[config.mk]
export PLATFORM = sky130hd
export DESIGN_NAME = load_store_unit
export DESIGN_NICKNAME = d
export VERILOG_FILES = /design/src/rtl/lsu_pkg.sv /design/src/rtl/lsu_align.sv /design/src/rtl/load_store_unit.sv
export SDC_FILE = /design/constraint.sdc
export NUM_CORES = 1
export LEC_CHECK = 0
export ABC_AREA = 1
export CORE_ASPECT_RATIO = 2
export CORE_MARGIN = 3
export CORE_UTILIZATION = 40
export DETAILED_ROUTE_END_ITERATION = 6
export PLACE_DENSITY = 0.7
export SLEW_MARGIN = 10
export SYNTH_ARGS = -nofsm -noshare
export SYNTH_HDL_FRONTEND = slang
export SYNTH_SLANG_ARGS = --single-unit
[constraint.sdc]
create_clock -name clk -period 1.81 [get_ports clk]
set_input_delay 0.543 -clock clk [delete_from_list [all_inputs] [get_ports clk]]
set_output_delay 0.543 -clock clk [all_outputs]
set_load 0.02 [all_outputs]
[src/rtl/lsu_pkg.sv]
// Shared definitions for the load/store unit: FSM encoding, access size and byte-enable patterns.
package lsu_pkg;

  localparam logic [1:0] S_IDLE = 2'd0;
  localparam logic [1:0] S_REQ  = 2'd1;
  localparam logic [1:0] S_DONE = 2'd2;

  typedef enum logic [1:0] {
    SZ_BYTE = 2'd0,
    SZ_HALF = 2'd1,
    SZ_WORD = 2'd2
  } size_e;

  localparam logic [3:0] BE_BYTE = 4'b0001;
  localparam logic [3:0] BE_HALF = 4'b0011;
  localparam logic [3:0] BE_WORD = 4'b1111;

endpackage

[src/rtl/lsu_align.sv]
// Combinational lane steering for stores and byte/half extraction plus extension for loads.
import lsu_pkg::*;

module lsu_align (
  input  size_e       op_size,
  input  logic        sgn,
  input  logic [1:0]  off,
  input  logic [31:0] sdata,
  input  logic [31:0] rdata,
  output logic [3:0]  be,
  output logic [31:0] wdata,
  output logic [31:0] load_val
);

  logic [7:0]  byte_val;
  logic [15:0] half_val;

  assign byte_val = rdata[{off, 3'b000} +: 8];
  assign half_val = rdata[{off[1], 4'b0000} +: 16];

  // Halfwords only look at off[1]; words ignore the offset entirely.
  always_comb begin
    be       = BE_WORD;
    wdata    = sdata;
    load_val = rdata;
    case (op_size)
      SZ_BYTE: begin
        be       = BE_BYTE << off;
        wdata    = {4{sdata[7:0]}};
        load_val = {{24{sgn & byte_val[7]}}, byte_val};
      end
      SZ_HALF: begin
        be       = BE_HALF << {off[1], 1'b0};
        wdata    = {2{sdata[15:0]}};
        load_val = {{16{sgn & half_val[15]}}, half_val};
      end
      default: begin
        be       = BE_WORD;
        wdata    = sdata;
        load_val = rdata;
      end
    endcase
  end

endmodule

[src/rtl/load_store_unit.sv]
// Memory-access stage: effective address, single-outstanding request/ready port, load extension.
// Optional MISALIGN_TRAP_EN traps misaligned half/word accesses instead of issuing them.
import lsu_pkg::*;

module load_store_unit #(
  parameter int TIMEOUT_CYCLES = 255,
  parameter int CNT_W          = 8
) (
  input  logic        clk,
  input  logic        rst_n,
  input  logic        start,
  input  logic        is_lb,
  input  logic        is_lh,
  input  logic        is_lw,
  input  logic        is_lbu,
  input  logic        is_lhu,
  input  logic        is_sb,
  input  logic        is_sh,
  input  logic        is_sw,
  input  logic [31:0] rs1_val,
  input  logic [31:0] rs2_val,
  input  logic [31:0] imm,
  output logic        busy,
  output logic        done,
  output logic [31:0] load_data,
  output logic        bus_err,
  output logic        misalign,
  output logic        mem_req,
  output logic        mem_we,
  output logic [31:0] mem_addr,
  output logic [3:0]  mem_be,
  output logic [31:0] mem_wdata,
  input  logic        mem_ready,
  input  logic [31:0] mem_rdata
);

  localparam logic [CNT_W-1:0] TO_LAST =
    CNT_W'((TIMEOUT_CYCLES == 0) ? 0 : TIMEOUT_CYCLES - 1);

  logic [1:0]       state;
  logic [31:0]      ea;
  logic [31:0]      ea_next;
  size_e            op_size;
  size_e            dec_size;
  logic             sgn;
  logic             dec_signed;
  logic             dec_load;
  logic             dec_store;
  logic             we;
  logic [31:0]      sdata;
  logic [CNT_W-1:0] cnt;
  logic             err;
  logic             mis;
  logic             trap;
  logic [3:0]       st_be;
  logic [31:0]      st_wdata;
  logic [31:0]      load_val;

  assign ea_next = rs1_val + imm;

  // Decoder flags are nominally one-hot; the if-chain fixes priority if they are not.
  always_comb begin
    dec_size   = SZ_WORD;
    dec_signed = 1'b0;
    dec_load   = 1'b0;
    dec_store  = 1'b0;
    if (is_lw) begin
      dec_load = 1'b1;
    end else if (is_lh) begin
      dec_load = 1'b1; dec_size = SZ_HALF; dec_signed = 1'b1;
    end else if (is_lhu) begin
      dec_load = 1'b1; dec_size = SZ_HALF;
    end else if (is_lb) begin
      dec_load = 1'b1; dec_size = SZ_BYTE; dec_signed = 1'b1;
    end else if (is_lbu) begin
      dec_load = 1'b1; dec_size = SZ_BYTE;
    end else if (is_sw) begin
      dec_store = 1'b1;
    end else if (is_sh) begin
      dec_store = 1'b1; dec_size = SZ_HALF;
    end else if (is_sb) begin
      dec_store = 1'b1; dec_size = SZ_BYTE;
    end
  end

`ifdef MISALIGN_TRAP_EN
  assign trap = (dec_load | dec_store) &&
                (((dec_size == SZ_HALF) && ea_next[0]) ||
                 ((dec_size == SZ_WORD) && (ea_next[1:0] != 2'b00)));
`else
  assign trap = 1'b0;
`endif

  always_ff @(posedge clk or negedge rst_n) begin
    if (!rst_n) begin
      state     <= S_IDLE;
      ea        <= '0;
      op_size   <= SZ_BYTE;
      sgn       <= 1'b0;
      we        <= 1'b0;
      sdata     <= '0;
      cnt       <= '0;
      err       <= 1'b0;
      mis       <= 1'b0;
      load_data <= '0;
    end else begin
      case (state)
        S_IDLE: begin
          if (start) begin
            ea      <= ea_next;
            op_size <= dec_size;
            sgn     <= dec_signed;
            we      <= dec_store;
            sdata   <= rs2_val;
            cnt     <= '0;
            err     <= 1'b0;
            mis     <= trap;
            state   <= ((dec_load | dec_store) && !trap) ? S_REQ : S_DONE;
          end
        end
        S_REQ: begin
          // Ready wins over timeout on the same cycle.
          if (mem_ready) begin
            if (!we) load_data <= load_val;
            state <= S_DONE;
          end else if ((TIMEOUT_CYCLES != 0) && (cnt == TO_LAST)) begin
            err   <= 1'b1;
            state <= S_DONE;
          end else begin
            cnt <= cnt + 1'b1;
          end
        end
        S_DONE:  state <= S_IDLE;
        default: state <= S_IDLE;
      endcase
    end
  end

  lsu_align u_align (
    .op_size  (op_size),
    .sgn      (sgn),
    .off      (ea[1:0]),
    .sdata    (sdata),
    .rdata    (mem_rdata),
    .be       (st_be),
    .wdata    (st_wdata),
    .load_val (load_val)
  );

  assign busy      = (state != S_IDLE);
  assign done      = (state == S_DONE);
  assign mem_req   = (state == S_REQ);
  assign bus_err   = done & err;
  assign misalign  = done & mis;
  assign mem_we    = mem_req & we;
  assign mem_addr  = mem_req ? {ea[31:2], 2'b00} : 32'h0;
  assign mem_be    = mem_req ? (we ? st_be : BE_WORD) : 4'h0;
  assign mem_wdata = (mem_req & we) ? st_wdata : 32'h0;

endmodule
Yosys cells after proc, flatten, opt, wreduce, memory -nomap -nowiden. Index checks and enable logic that the tools add are counted.

Register bits after elaboration: 111. Input bits: 140. Output and inout bits: 106. Logic and storage cells: 84.

Add/subtract/negate cells: 2. Equality and inequality tests: 9. Shift-type cells: 4. Multiplexer cells: 45. Bitwise operators: 6. Reduce and logical (&&, ||, !) cells: 9.

Operators with widths (count): $pmux 32 s2 (2); $mux 32 (2); $add 32x32->32 (1); $shiftx 32x6->16 (1); $shiftx 32x6->8 (1); $mux 2 (12); $mux 8 (3); $mux 1 (20); $pmux 8 s2 (1); $add 8x1->8 const B (1); $eq 8x8->1 const B (1); $mux 4 (2); $pmux 4 s2 (1); $reduce_and 4->1 (2); $ne 2x2->1 const B (3); $and 1x1->1 (4); $eq 2x1->1 const B (2); $logic_not 2->1 (2); $pmux 2 s2 (1); $reduce_and 2->1 (2); $reduce_bool 2->1 (2); $shl 1x2->4 const A (1); $shl 2x2->4 const A (1); $ne 3x1->1 const B (1); 6 further kinds (6).

Logic depth before layout (Yosys ltp).
Word-level depth: 12. Depth in mapped cells: 12.

Modules after synthesis. Synthesis repeated with hierarchy kept, for this count alone.

Cell total of the unflattened synthesis: 1283. Area, all modules: 8395.6 sq um.

By module, submodules not included: load_store_unit (times used 1, cells each 1053, area an instance 7243.2 sq um); lsu_align (times used 1, cells each 230, area an instance 1152.4 sq um).

Worst setup path before layout. No wires, ideal clock.

Kind: reg-to-output. Start point: register state[1]. End point: output mem_wdata[22]. Arrival time: 1575 ps. Required time: 1267 ps. Path slack: -308 ps. Stages on the path, launching flop included: 7. Buffers on the path: 1. Path through: dfrtp_1 -> nor2_4 -> inv_2 -> nor2_4 -> inv_2 -> buf_2 -> a21oi_1.

Longest elaborated chain between the ends: 3.

Ends and longest elaborated chain: start, declared (line load_store_unit.sv:40) `logic [1:0] state;`; start signal, assigned (line load_store_unit.sv:118) `state <= ((dec_load | dec_store) && !trap) ? S_REQ : S_DONE;`; $eq 2x1->1 (line load_store_unit.sv:152) `assign mem_req = (state == S_REQ);`; via mem_req (line load_store_unit.sv:28) `output logic mem_req,`; $and 1x1->1; via mem_we (line load_store_unit.sv:29) `output logic mem_we,`; $mux 32 (line load_store_unit.sv:158) `assign mem_wdata = (mem_req & we) ? st_wdata : 32'h0;`; end, declared (line load_store_unit.sv:32) `output logic [31:0] mem_wdata,`.

The timed path passes the listed nets, and every way through them passes these cells.

Worst setup path after layout.
Start point: register state[0]. End point: output mem_wdata[18].

Longest elaborated chain between the ends: 3.

Ends and longest elaborated chain (line): $eq 2x1->1 (load_store_unit.sv:152); $and 1x1->1 (load_store_unit.sv:158); $mux 32 (load_store_unit.sv:158).

No other way between the ends.

==> results.toml <==
[yosys]
async_flop_share_pct = 100.0
ys_ff_latch = 111
synthFlopType = "dfrtp_1"
synth_cell_types = 43
yosysWarningCount = 0
synthCells = 1219
syn_area_um2 = 7995
synth_edf_count = 0
synth_seq_area_share_pct = 34.74
synth_area_per_cell_um2 = 6.559
yosysTopAreaCell = "dfrtp_1"
yosys.area.top_type_share_pct = 34.74
synthTopCellsByArea = "dfrtp_1 (35%), nand2_1 (20%), inv_1 (8.5%), nor2_1 (6.7%), ha_1 (5.2%)"

[die]
pin_count = 246
die_area_um2 = 21820
die_w_um = 106.0
core_um2 = 19460
start_util_pct = 41.09
num_rows = 72
die_h_um = 205.9

[run_status]
outcome = "finished with violations"
violations = "negative setup slack"

[timing]
min_period_ns = 2.359
setup_viol = 81
tns_ns = -31.02
min_period_over_period_pct = 130.3
fin_ws_ns = -0.5486
finClkSkew_ns = 0.008877
rsz0062_at_grt = "true"
fmax_ghz = 0.4240
slew_violations = 0
final-hold-violation-count = 0

[worst_setup_path]
criticalPathCategory = "reg2out"
critPathSlowestCell = "dfrtp_1"
endpoint_kind = "primary output"
cp_slowest_stage_delay_ns = 0.38
path_buf_inv = 6
cp.arrival_ns = 1.82
required_ns = 1.27
cp_max_fo = 8
worstPathCellList = "inv_2, nor2_4, clkinv_4, nor2_4, buf_12, inv_8, buf_12, a21oi_1, buf_4"
cp-start-kind = "register"
cp_top_family = "buffers and inverters"

[clocking]
clk_pin_slew_ns = 0.08
clock_latency_ns = 0.36
cts_tree = "built"
clockBufferDepth = 2
clock-root-buffer = "clkbuf_16"
htreeDepth = 3
hold_buffers = 0
cts_buffers = 9
clock_sinks = 111

[routing]
routed_via_density = 5.213
drcViolationCount = 0
drt_iter0_drc = 466
firstDrtPassIters = 5
wl_per_cell_um = 17.98
wl_mm = 33.50
dr_total_vias = 9712
ant_nets = 0

[job]
maxCapViolCount = 0

[grt]
grt_max_degree = 45
grt_usage_pct = 29.07
grt_pass1_vias = 9757
antenna_found_initial = 4
overflow = 0
grt_pass1_wl_mm = 49.30

[finish]
drive_gt1_share_pct = 34.23
final-seq-area_um2 = 2778
final_core_util_pct = 70.84
nets = 1770
syn_to_final_growth_pct = 72.41
final.fill_count = 1540
multi_input_area_um2 = 5777

[min_path]
min_path_type = "in2async"

[power_and_ir_drop]
irDropWorstVdd_uv = 728.1
pwr_density_cell_nw_per_um2 = 1234
p_leak_uw = 0.006783

[placed_design]
gp_congestion = 0.9781
io_buffers = 242
post-dp-hpwl_mm = 24.67
[through the flow]
| step | hold WS (ns) | worst slack [ns] | instance area, um2 | power [uW] | std cells |
|---|---|---|---|---|---|
| after floorplan | 0.2474 | -0.1832 | 8358 | 9457 | 1221 |
| after global placement | 0.4546 | -0.6631 | 11900 | 13330 | 1807 |
| after detailed placement | 0.4592 | -0.6988 | 11900 | 13500 | 1807 |
| after CTS | 0.1332 | -0.5130 | 12940 | 15930 | 1846 |
| after global routing | 0.1461 | -0.5864 | 13780 | 18030 | 1861 |
| final | 0.1267 | -0.5486 | 13780 | 17010 | 1863 |
[worst register-to-register path: cells and delay by family (launching register included)]
family          cells  cell delay [ns]
compound gates      2             0.21
flops               1             0.38
buf+inv             7             0.91
simple gates        5             0.52
[layout make-up]
class | instances | area share [%]
Clock inverter | 7 | 0.6263
Antenna cell | 3 | 0.05446
Multi-Input combinational cell | 877 | 41.91
Timing Repair inverter | 1 | 0.08169
Clock buffer | 9 | 1.634
Timing Repair Buffer | 403 | 27.74
Sequential cell | 111 | 20.15
Inverter | 193 | 5.455
Tap cell | 259 | 2.351
[power by group]
part	internal [uW]	switching, uW	total, uW
logic	4390	6160	10600
registers	3620	742	4360
clock network	999	1100	2100
total	9010	8000	17000
[cells by family after synthesis]
| group | Yosys count | synth area share [%] |
|---|---|---|
| simple gates | 641 | 32.63 |
| compound gates | 181 | 13.22 |
| xor+xnor | 16 | 1.753 |
| buf+inv | 235 | 12.19 |
| flops | 111 | 34.74 |
| fa+ha+maj | 34 | 5.415 |
| other cells | 1 | 0.04690 |
[flip-flops by register name, indices dropped and copies added (netlist names)]
| signal | count |
|---|---|
| err | 1 |
| sdata | 32 |
| state | 2 |
| cnt | 8 |
| load_data | 32 |
| op_size | 2 |
| ea | 32 |
| we | 1 |
| sgn | 1 |
[final timing paths]
| path | startpoint | to | slack, ns | depth (start not counted) |
|---|---|---|---|---|
| setup / recovery | state[0]$_DFFE_PN0P_ | mem_wdata[18] | -0.55 | 9 |
| hold / removal | rst_n | load_data[14]$_DFFE_PN0P_ | 0.13 | 1 |
| setup reg to reg | state[0]$_DFFE_PN0P_ | cnt[2]$_DFFE_PN0P_ | -0.29 | 14 |
| hold reg to reg | sdata[19]$_DFFE_PN0P_ | sdata[19]$_DFFE_PN0P_ | 0.48 | 2 |
| max in group asynchronous | rst_n | sdata[3]$_DFFE_PN0P_ | 1.13 | 2 |
| min in group clk | sdata[19]$_DFFE_PN0P_ | sdata[19]$_DFFE_PN0P_ | 0.48 | 2 |
[layer usage]
metal	up-vias	share of wire, %	GRT usage [%]
met3	132	5.1	4.376
met4	2	7.2	17.97
li1	4586	-	-
met5	-	0.036	0
met2	421	56	58.33
met1	4571	31	26.47
[Yosys cell counts (2+ instances only)]
cell	instances
nand3_1	44
buf_6	5
nand3b_1	2
a221oi_1	13
nor2_2	3
clkbuf_1	10
o21ai_1	3
nand2_4	2
nand4_1	6
o31ai_2	2
inv_1	182
xnor2_1	11
a22oi_1	2
o22ai_1	35
nor2_4	5
buf_4	9
o21ai_0	58
a21oi_1	56
inv_2	10
nor2_1	143
dfrtp_1	111
nand2_2	3
nand3_4	2
buf_2	14
nand2_1	419
ha_1	33
buf_1	3
nand3_2	3
nor3_1	9
o21bai_1	3
o32ai_1	2
xor2_1	5
[cells in the final DEF (no fill, tap or decap), types with 6 or more instances in the layout]
cell type and instances:
nand2_1 354, inv_1 168, buf_4 148, dfrtp_1 111, clkdlybuf4s50_1 77, dlygate4sd2_1 68
nor2_1 65, buf_6 65, nor2_4 56, nand2_2 53, o21ai_0 45, a21oi_1 33
nor2_2 31, o22ai_1 31, ha_4 30, nand3_1 28, inv_2 17, nand2_4 17
buf_12 17, a21oi_2 15, nand3_2 13, xnor2_1 11, clkbuf_16 10, o21ai_1 9
a21oi_4 9, a221oi_1 9, dlymetal6s2s_1 9, nand3_4 8, clkbuf_2 8, inv_4 6
nand4_1 6
[timing repair]
item / in CTS / in global routing
buffers inserted: 24 / 16
endpoints found under the setup margin: 132 / 102
pin swaps: 53 / 76
gates cloned: 2 / 2
resized for setup: 583 / 243
Note: power is estimated with default switching activity, not from simulation.
